### src/rtl/swu_rom_seq.sv
// -----------------------------------------------------------------------------
// swu_rom_seq
// Streams a contiguous window of a registered-read ROM onto a valid/ready
// output channel. A window is requested with start/base_addr/len while idle;
// illegal windows (empty, or running past the end of the ROM) are rejected
// with a one-cycle err pulse. Reads are throttled by the consumer so that a
// stalled word is held in the ROM's own output register rather than buffered.
//
// Ports
//   clk        : clock, all state changes on the rising edge
//   rst_n      : synchronous active-low reset
//   start      : one-cycle window request, honoured only when idle
//   base_addr  : first ROM address of the window (sampled with start)
//   len        : word count of the window, 1..DEPTH (sampled with start)
//   abort      : cancel the window in progress, back to idle next edge
//   rom_en     : ROM read enable (ROM captures rom[rom_addr] next edge)
//   rom_addr   : ROM read address
//   rom_data   : ROM registered read data
//   out_data   : streamed word (rom_data passed through)
//   out_valid  : out_data holds a word not yet accepted
//   out_ready  : consumer accepts the word this cycle
//   out_last   : current beat is the final beat of the window
//   busy       : sequencer is not idle
//   done       : one-cycle pulse after the final beat transfers
//   err        : one-cycle pulse after a rejected start
// -----------------------------------------------------------------------------
module swu_rom_seq #(
  parameter int DEPTH = 29,
  parameter int AW    = 5,
  parameter int DW    = 32
) (
  input  logic          clk,
  input  logic          rst_n,
  input  logic          start,
  input  logic [AW-1:0] base_addr,
  input  logic [AW:0]   len,
  input  logic          abort,
  output logic          rom_en,
  output logic [AW-1:0] rom_addr,
  input  logic [DW-1:0] rom_data,
  output logic [DW-1:0] out_data,
  output logic          out_valid,
  input  logic          out_ready,
  output logic          out_last,
  output logic          busy,
  output logic          done,
  output logic          err
);

  typedef enum logic [1:0] {
    IDLE,
    FETCH,
    DRAIN,
    DONE
  } state_e;

  localparam logic [AW:0]   ONE     = (AW+1)'(1);
  localparam logic [AW+1:0] DEPTH_W = (AW+2)'(DEPTH);

  state_e        state_q, state_d;
  logic [AW-1:0] base_q,  base_d;
  logic [AW:0]   len_q,   len_d;
  logic [AW:0]   issue_q, issue_d;
  logic [AW:0]   beat_q,  beat_d;
  logic          out_valid_q, out_valid_d;
  logic          err_q,       err_d;

  logic          stall;
  logic          xfer;
  logic          start_ok;
  logic [AW+1:0] win_end;
  logic [AW:0]   addr_off;

  // Window end computed two bits wider than base_addr so that an oversized
  // request cannot wrap back into the legal range.
  assign win_end  = {2'b00, base_addr} + {1'b0, len};
  assign start_ok = (len != '0) && (win_end <= DEPTH_W);

  assign stall = out_valid_q & ~out_ready;
  assign xfer  = out_valid_q & out_ready;

  assign rom_en = (state_q == FETCH) && (issue_q < len_q) && !stall;

  // Once every address of the window has been issued the issue count equals
  // len; hold the address on the last issued word instead of stepping one
  // past the window (which could point beyond the end of the ROM).
  assign addr_off = ((issue_q != '0) && (issue_q == len_q)) ? (len_q - ONE) : issue_q;
  assign rom_addr = base_q + addr_off[AW-1:0];

  assign out_data  = rom_data;
  assign out_valid = out_valid_q;
  assign out_last  = out_valid_q && (beat_q == len_q - ONE);
  assign busy      = (state_q != IDLE);
  assign done      = (state_q == DONE);
  assign err       = err_q;

  // NOTE: every signal driven here gets a default first, so no path through
  // the case statement can leave one unassigned and infer a latch.
  always_comb begin
    state_d     = state_q;
    base_d      = base_q;
    len_d       = len_q;
    issue_d     = issue_q;
    beat_d      = beat_q;
    err_d       = 1'b0;
    // A word stays valid until accepted; a new one appears one cycle after
    // each read because the ROM output is registered.
    out_valid_d = rom_en | stall;

    if (rom_en) issue_d = issue_q + ONE;
    if (xfer)   beat_d  = beat_q + ONE;

    unique case (state_q)
      IDLE: begin
        issue_d = '0;
        beat_d  = '0;
        // abort in the same cycle drops the request without an err pulse
        if (start && !abort) begin
          if (start_ok) begin
            base_d  = base_addr;
            len_d   = len;
            state_d = FETCH;
          end else begin
            err_d = 1'b1;
          end
        end
      end
      FETCH: if (rom_en && (issue_q == len_q - ONE)) state_d = DRAIN;
      DRAIN: if (xfer && (beat_q == len_q - ONE))    state_d = DONE;
      DONE:  state_d = IDLE;
      default: state_d = IDLE;
    endcase

    if (abort && (state_q != IDLE)) begin
      state_d     = IDLE;
      out_valid_d = 1'b0;
      issue_d     = '0;
      beat_d      = '0;
    end
  end

  // NOTE: sequential state uses non-blocking assignments so every register
  // samples its next value from the same pre-edge snapshot.
  always_ff @(posedge clk) begin
    if (!rst_n) begin
      state_q     <= IDLE;
      base_q      <= '0;
      len_q       <= '0;
      issue_q     <= '0;
      beat_q      <= '0;
      out_valid_q <= 1'b0;
      err_q       <= 1'b0;
    end else begin
      state_q     <= state_d;
      base_q      <= base_d;
      len_q       <= len_d;
      issue_q     <= issue_d;
      beat_q      <= beat_d;
      out_valid_q <= out_valid_d;
      err_q       <= err_d;
    end
  end

endmodule

### config.mk
export PLATFORM = sky130hd
export DESIGN_NAME = swu_rom_seq
export DESIGN_NICKNAME = d
export VERILOG_FILES = /design/src/rtl/swu_rom_seq.sv
export SDC_FILE = /design/constraint.sdc
export NUM_CORES = 1
export LEC_CHECK = 0
export CAP_MARGIN = 15
export CORE_MARGIN = 2
export CORE_UTILIZATION = 35
export CTS_CLUSTER_SIZE = 24
export DETAILED_ROUTE_END_ITERATION = 6
export PLACE_DENSITY_LB_ADDON = 0.3
export SYNTH_ARGS = -nofsm -noshare
export SYNTH_HDL_FRONTEND = slang
export SYNTH_SLANG_ARGS = --single-unit
### constraint.sdc
create_clock -name clk -period 7.1 [get_ports clk]
set_input_delay 0.71 -clock clk [delete_from_list [all_inputs] [get_ports clk]]
set_output_delay 0.71 -clock clk [all_outputs]
set_load 0.05 [all_outputs]
==> results.sh, run 1 <==
export IMPL_ys_ff_latch=27
export IMPL_muxShareOfSynthArea=0.05559
export IMPL_die_height_um=85.79
export IMPL_grt_use_met3=0.01732
export IMPL_use_met1=0.1519
export IMPL_final_hold_viol_count=0
export IMPL_synth_compound_area_share=0.1037
export IMPL_crit_top_cell="inv_1"
export IMPL_timing_final_crit_share=0.6156
export IMPL_status="complete, but fails checks"
export IMPL_dp_final_hpwl_um=3683
export IMPL_row_count=29
export IMPL_wire_per_inst_um=13.26
export IMPL_leakagePower_nw=0.9648
export IMPL_crit_fanout=10
export IMPL_yosysMostFrequentCell="buf_4"
export IMPL_cts_tree="done"
export IMPL_io_buffers=26
export IMPL_num_vias=1665
export IMPL_via_per_inst=4.883
export IMPL_ys_seq_area_frac=0.2309
export IMPL_first_iter_violations=49
export IMPL_grt_pass1_wl_um=7500
export IMPL_peakVddDrop_v=0.00007621
export IMPL_final_area_um2=2480
export IMPL_drtAntennaViolNets=0
export IMPL_drt_pre_antenna_iters=6
export IMPL_yosys_area_share_simple=0.2036
export IMPL_finalMaxSlewViolations=0
export IMPL_grt_ovfl_total=0
export IMPL_dieArea_um2=7359
export IMPL_globalplace_congestion=0.7791
export IMPL_dieWidth_um=85.79
export IMPL_fin_ws_ps=2729
export IMPL_diodes=0
export IMPL_crit_required_ps=6390
export IMPL_syn_nets=343
export IMPL_synth_xor_area_share=0.1122
export IMPL_ys_warnings_count=0
export IMPL_violations="DRC"
export IMPL_hold_buffers=0
export IMPL_nets=338
export IMPL_finalSetupTns_ps=0
export IMPL_clock_root_buffer="clkbuf_8"
export IMPL_synth_edff_count=0
export IMPL_finalPower_mw=0.4267
export IMPL_syn_avg_cell_area_um2=8.670
export IMPL_dpl_instance_area_um2=2435
export IMPL_core_area_um2=6422
export IMPL_pre_cts_slack_ps=3017
export IMPL_path_cells="inv_1 -> ha_1 -> nand3_1 -> nor2_1 -> nand2_1 -> o21ai_0 -> ha_1 -> inv_1 -> fa_1 -> inv_1 -> a21o_1 -> a21oi_1 -> xnor2_1 -> xnor2_1 -> clkdlybuf4s50_1"
export IMPL_synth_common_cells="32 x buf_4, 27 x dfxtp_1, 26 x inv_1"
export IMPL_clock_sinks=27
export IMPL_fillerInstances=646
export IMPL_register_area_um2=540.5
export IMPL_yosysTopAreaCellShare=0.2309
export IMPL_clk_latency_ps=270
export IMPL_drcViolationCount=7
export IMPL_track_usage=0.1253
export IMPL_synthAdderAreaFrac=0.1400
export IMPL_grt_max_degree=16
export IMPL_antenna_found_initial=0
export IMPL_slowest_stage="clkdlybuf4s50_1"
export IMPL_worstMarginPinSlew_ps=938.2
export IMPL_crit_type="flip-flop to primary output"
export IMPL_hold_path_class="flip-flop to flip-flop"
export IMPL_grt_busiest_layer="met2"
export IMPL_synth_area_um2=2341
export IMPL_post_cts_buffers=0
export IMPL_cts_resized=0
export IMPL_clkTransAtPathRegs_ps=90
export IMPL_pwr_density_cell_nw_per_um2=172.1
export IMPL_setup_viol=0
export IMPL_fin_crit_ps=4371
export IMPL_maxCapViolCount=0
export IMPL_cts_buffer_depth=2
export IMPL_cp_arrival_ps=3660
export IMPL_grt_pass1_vias=1601
export IMPL_rsz0062_at_grt="false"
export IMPL_syn_inst=270
export IMPL_finalWirelength_um=4522
export IMPL_slowest_delay_ps=810
export IMPL_max_clock_freq_ghz=0.2288
export IMPL_synth_top_flop_cell="dfxtp_1"
export IMPL_gr_usage_met2=0.2230
export IMPL_tritoncts_num_buffers=3
export IMPL_slew_headroom=0.3719
export IMPL_syn_to_final_growth_pct=5.933
export IMPL_synth_area_top_cells="dfxtp_1 23%, ha_1 12%, buf_4 10%"
export IMPL_critPathCaptureType="primary output"
export IMPL_async_reset_ff_frac=0
export IMPL_start_util=0.3645
export IMPL_htree_levels=1
export IMPL_synth_top_family_by_area="simple AND/OR/NAND/NOR gates"
export IMPL_clock_skew_ps=2.502
export IMPL_yosysUniqueCellTypes=50
export IMPL_final_layout_size_suffix_gt1_frac=0.06061
export IMPL_multi_input_area_um2=1440
export IMPL_start_kind="flip-flop"
export IMPL_yosys_area_top_type="dfxtp_1"
export IMPL_io_pins=91
critical path, delay by kind of cell, from the launching register on:
| kind | cells | cell delay, ps |
|---|---|---|
| buffers and inverters | 4 | 1030 |
| adder cells (fa/ha/maj) | 3 | 890 |
| flip-flops | 1 | 410 |
| AO/OA/AOI/OAI | 3 | 390 |
| AND/OR/NAND/NOR | 3 | 380 |
| XOR/XNOR | 2 | 310 |
layout make-up:
class,instances,share of cell area
inverters,26,0.03935
clock buffers,4,0.01816
well taps,77,0.03885
repair buffers,26,0.1049
flip-flops and latches,27,0.2180
multi-input cells,181,0.5807
power breakdown:
group | total (mW) | internal, mW | switching [mW]
clock network | 0.0882 | 0.0402 | 0.0480
logic | 0.171 | 0.0727 | 0.0982
registers | 0.168 | 0.159 | 0.00813
worst paths after layout:
| check | start | end | slack (ps) | depth (start not counted) |
|---|---|---|---|---|
| worst max-delay path | len_q[4]$_SDFFE_PN0P_ | rom_addr[4] | 2730 | 15 |
| worst min-delay path | state_q[1]$_SDFFE_PP0P_ | state_q[1]$_SDFFE_PP0P_ | 520 | 2 |
| worst max register to register | len_q[1]$_SDFFE_PN0P_ | state_q[0]$_SDFFE_PP0P_ | 4630 | 9 |
| worst min register to register | state_q[1]$_SDFFE_PP0P_ | state_q[1]$_SDFFE_PP0P_ | 520 | 2 |
per-layer routing:
| metal | up-vias | share of wire |
|---|---|---|
| li1 | 856 | - |
| met1 | 750 | 0.45 |
| met2 | 49 | 0.48 |
| met3 | 10 | 0.043 |
| met4 | 0 | 0.024 |
| met5 | - | 0 |
registers in the layout (all words and copies together), names as in the netlist:
signal and flops:
beat_q 6, issue_q 6, len_q 6, base_q 5, state_q 2, err 1
out_valid 1
cell families (layout without fill, tap and decap cells):
logic type / Yosys count / count (layout)
compound gates: 32 / 32
xor+xnor: 30 / 30
fa+ha+maj: 25 / 25
buf+inv: 62 / 56
flops: 27 / 27
mux: 13 / 13
simple gates: 81 / 81
placed cells by master, fill, tap and decap left out, drive strengths merged, types with 2 or more instances in the layout:
cell type and n:
dfxtp 27, inv 26, clkdlybuf4s50 26, ha 23, nor2 19, xnor2 18
nand2 17, mux2i 13, nor2b 12, xor2 12, nand3 7, o21ai 7
a21oi 7, nor4 5, a21o 4, nor3 4, clkbuf 4, nand4 3
nor3b 3, a211oi 2, and2 2, fa 2, a21boi 2
through the flow:
stage / hold slack [ps] / util / instances
floorplan: 470.9 / - / 270
global placement: 491.3 / 0.3791 / 337
detailed placement: 504.6 / 0.3791 / 337
CTS: 518.0 / 0.3861 / 341
global route: 548.5 / 0.3861 / 341
finish: 521.6 / 0.3861 / 341
No activity file was read; power rests on OpenSTA's default activity.
==> run 2, diff against run 1 <==
==> constraint.sdc (replaced) <==
create_clock -name clk -period 4.43 [get_ports clk]
set_input_delay 0.443 -clock clk [delete_from_list [all_inputs] [get_ports clk]]
set_output_delay 0.443 -clock clk [all_outputs]
set_load 0.05 [all_outputs]
==> run 2 against run 1 <==
The flow still finishes with violations (DRC). Utilization up 0.25 points. Global-route usage down 0.25 points. Register-to-register slack worse by 2600 ps. Clock skew about the same. Sequential share of layout area down 0.14 points. Routed wire length down 2.5%. Critical path type unchanged. Largest power group unchanged.
==> results.sh, run 2 (synthesis results as in run 1) <==
export IMPL_status="complete, but fails checks"
export IMPL_violations="DRC"
export IMPL_rsz0062_at_grt="false"
export IMPL_final_layout_size_suffix_gt1_frac=0.07143
export IMPL_setup_viol=0
export IMPL_min_to="state_q[1]$_SDFFE_PP0P_"
export IMPL_finalPower_mw=0.6889
export IMPL_finalMaxSlewViolations=0
export IMPL_crit_buf_inv=4
export IMPL_fillerInstances=654
export IMPL_cts_buffer_depth=2
export IMPL_drtAntennaViolNets=0
export IMPL_leakagePower_nw=0.9783
export IMPL_final_common_cell="dfxtp_1"
export IMPL_wire_per_inst_um=12.86
export IMPL_max_clock_freq_ghz=0.2457
export IMPL_dp_final_hpwl_um=3653
export IMPL_worstMarginPinSlew_ps=502.5
export IMPL_grt_busiest_layer="met2"
export IMPL_final_hold_viol_count=0
export IMPL_grt_use_met3=0.01251
export IMPL_clock_root_buffer="clkbuf_8"
export IMPL_gr_usage_met2=0.2180
export IMPL_syn_to_final_growth_pct=6.627
export IMPL_post_cts_buffers=0
export IMPL_cp_top_family="buffers and inverters"
export IMPL_power_frac_clock=0.209
export IMPL_grt_max_degree=16
export IMPL_maxCapViolCount=0
export IMPL_cp_arrival_ps=3630
export IMPL_dieArea_um2=7359
export IMPL_r2r_start="len_q[0]$_SDFFE_PN0P_"
export IMPL_ff2ff_path_depth=9
export IMPL_htree_levels=1
export IMPL_tritoncts_num_buffers=3
export IMPL_via_per_inst=4.778
export IMPL_antenna_found_initial=0
export IMPL_timing_final_crit_share=0.9188
export IMPL_slowest_delay_ps=820
export IMPL_drcViolationCount=7
export IMPL_start_util=0.3645
export IMPL_p_comb_frac=0.401
export IMPL_finalSetupTns_ps=0
export IMPL_grt_pass1_vias=1590
export IMPL_path_cells="inv_1 -> ha_1 -> nand3_1 -> nor2_1 -> nand2_1 -> o21ai_0 -> ha_1 -> inv_1 -> fa_1 -> inv_1 -> a21o_1 -> a21oi_1 -> xnor2_1 -> xnor2_1 -> clkdlybuf4s50_1"
export IMPL_finalWirelength_um=4411
export IMPL_reg_largest_list="beat_q x6, issue_q x6, len_q x6"
export IMPL_track_usage=0.1228
export IMPL_fin_crit_ps=4070
export IMPL_slowest_stage="clkdlybuf4s50_1"
export IMPL_io_pins=91
export IMPL_grt_pass1_wl_um=7410
export IMPL_cts_tree="done"
export IMPL_row_count=29
export IMPL_die_height_um=85.79
export IMPL_crit_required_ps=3990
export IMPL_first_iter_violations=64
export IMPL_core_area_um2=6422
export IMPL_min_path_cells=2
export IMPL_crit_fanout=10
export IMPL_crit_type="flip-flop to primary output"
export IMPL_peakVddDrop_v=0.0001096
export IMPL_clkTransAtPathRegs_ps=100
export IMPL_drt_pre_antenna_iters=6
export IMPL_internal_power_mw=0.4374
export IMPL_nets=340
export IMPL_start_kind="flip-flop"
export IMPL_worst_hold_slack_ps=511.3
export IMPL_layout_common_cells="27 x dfxtp_1, 26 x inv_1, 26 x clkdlybuf4s50_1"
export IMPL_r2r_slack_ps=2010
export IMPL_io_buffers=26
export IMPL_dieWidth_um=85.79
export IMPL_diodes=0
export IMPL_cts_resized=0
export IMPL_hold_path_class="flip-flop to flip-flop"
export IMPL_use_met1=0.1557
export IMPL_globalplace_congestion=0.7837
export IMPL_clock_skew_ps=2.134
export IMPL_crit_top_cell="inv_1"
export IMPL_clock_sinks=27
export IMPL_pwr_density_cell_nw_per_um2=276.0
export IMPL_grt_ovfl_total=0
export IMPL_hp_start="state_q[1]$_SDFFE_PP0P_"
export IMPL_seqPwrFrac=0.389
export IMPL_critPathCaptureType="primary output"
export IMPL_hold_buffers=0
export IMPL_power_switching_mw=0.2515
export IMPL_sw_frac_of_total=0.3650
export IMPL_slew_headroom=0.6640
export IMPL_num_vias=1639
export IMPL_rr_endpoint="state_q[0]$_SDFFE_PP0P_"
export IMPL_clk_latency_ps=270
==> run 2: per-stage QoR <==
stage | setup slack (ps) | area, um2 | instances | utilization
2_1_floorplan | 972.6 | 2341 | 270 | -
3_3_place_gp | 720.8 | 2450 | 339 | 0.3815
3_5_place_dp | 658.8 | 2450 | 339 | 0.3815
4_1_cts | 342.8 | 2496 | 343 | 0.3887
5_1_grt | 49.10 | 2496 | 343 | 0.3887
6_report | 359.5 | 2496 | 343 | 0.3887
==> run 2: power groups by stage <==
stage	registers (mW)	logic [mW]	clock network [mW]
detailed placement	0.274	0.278	0
CTS	0.269	0.279	0.151
floorplan	0.275	0.283	0
global route	0.271	0.302	0.160
global placement	0.274	0.278	0
finish	0.268	0.276	0.144
==> run 2: worst register-to-register path, cell delays in order (launching register included) <==
cell	delay, ps
dfxtp_1	510
inv_1	80
ha_1	230
xnor2_1	370
xnor2_1	110
nor3_1	210
and4bb_1	240
a21bo_2	150
nand3_1	130
a221oi_2	290
==> run 2: worst max path at each step <==
stage,slack [ps],startpoint,to,cells past startpoint
finish,360,len_q[4]$_SDFFE_PN0P_,rom_addr[4],15
global route,50,len_q[4]$_SDFFE_PN0P_,rom_addr[4],15
CTS,340,len_q[4]$_SDFFE_PN0P_,rom_addr[4],15
detailed placement,660,len_q[5]$_SDFFE_PN0P_,rom_addr[4],15
global placement,720,len_q[5]$_SDFFE_PN0P_,rom_addr[4],15
floorplan,970,len_q[4]$_SDFFE_PN0P_,rom_addr[4],14
==> run 2: cell type report <==
type / instances / area, um2 / area share
multi-input cells: 181 / 1440 / 0.5769
flip-flops and latches: 27 / 540.5 / 0.2165
repair buffers: 28 / 275.3 / 0.1103
inverters: 26 / 97.59 / 0.03910
well taps: 77 / 96.34 / 0.03860
clock buffers: 3 / 41.29 / 0.01654
clock inverters: 1 / 5.005 / 0.002005
==> run 2: metal layers <==
layer,vias up,wire (um)
met5,-,0
met4,0,40
met1,737,2095
met3,2,155
met2,39,2119
li1,861,-
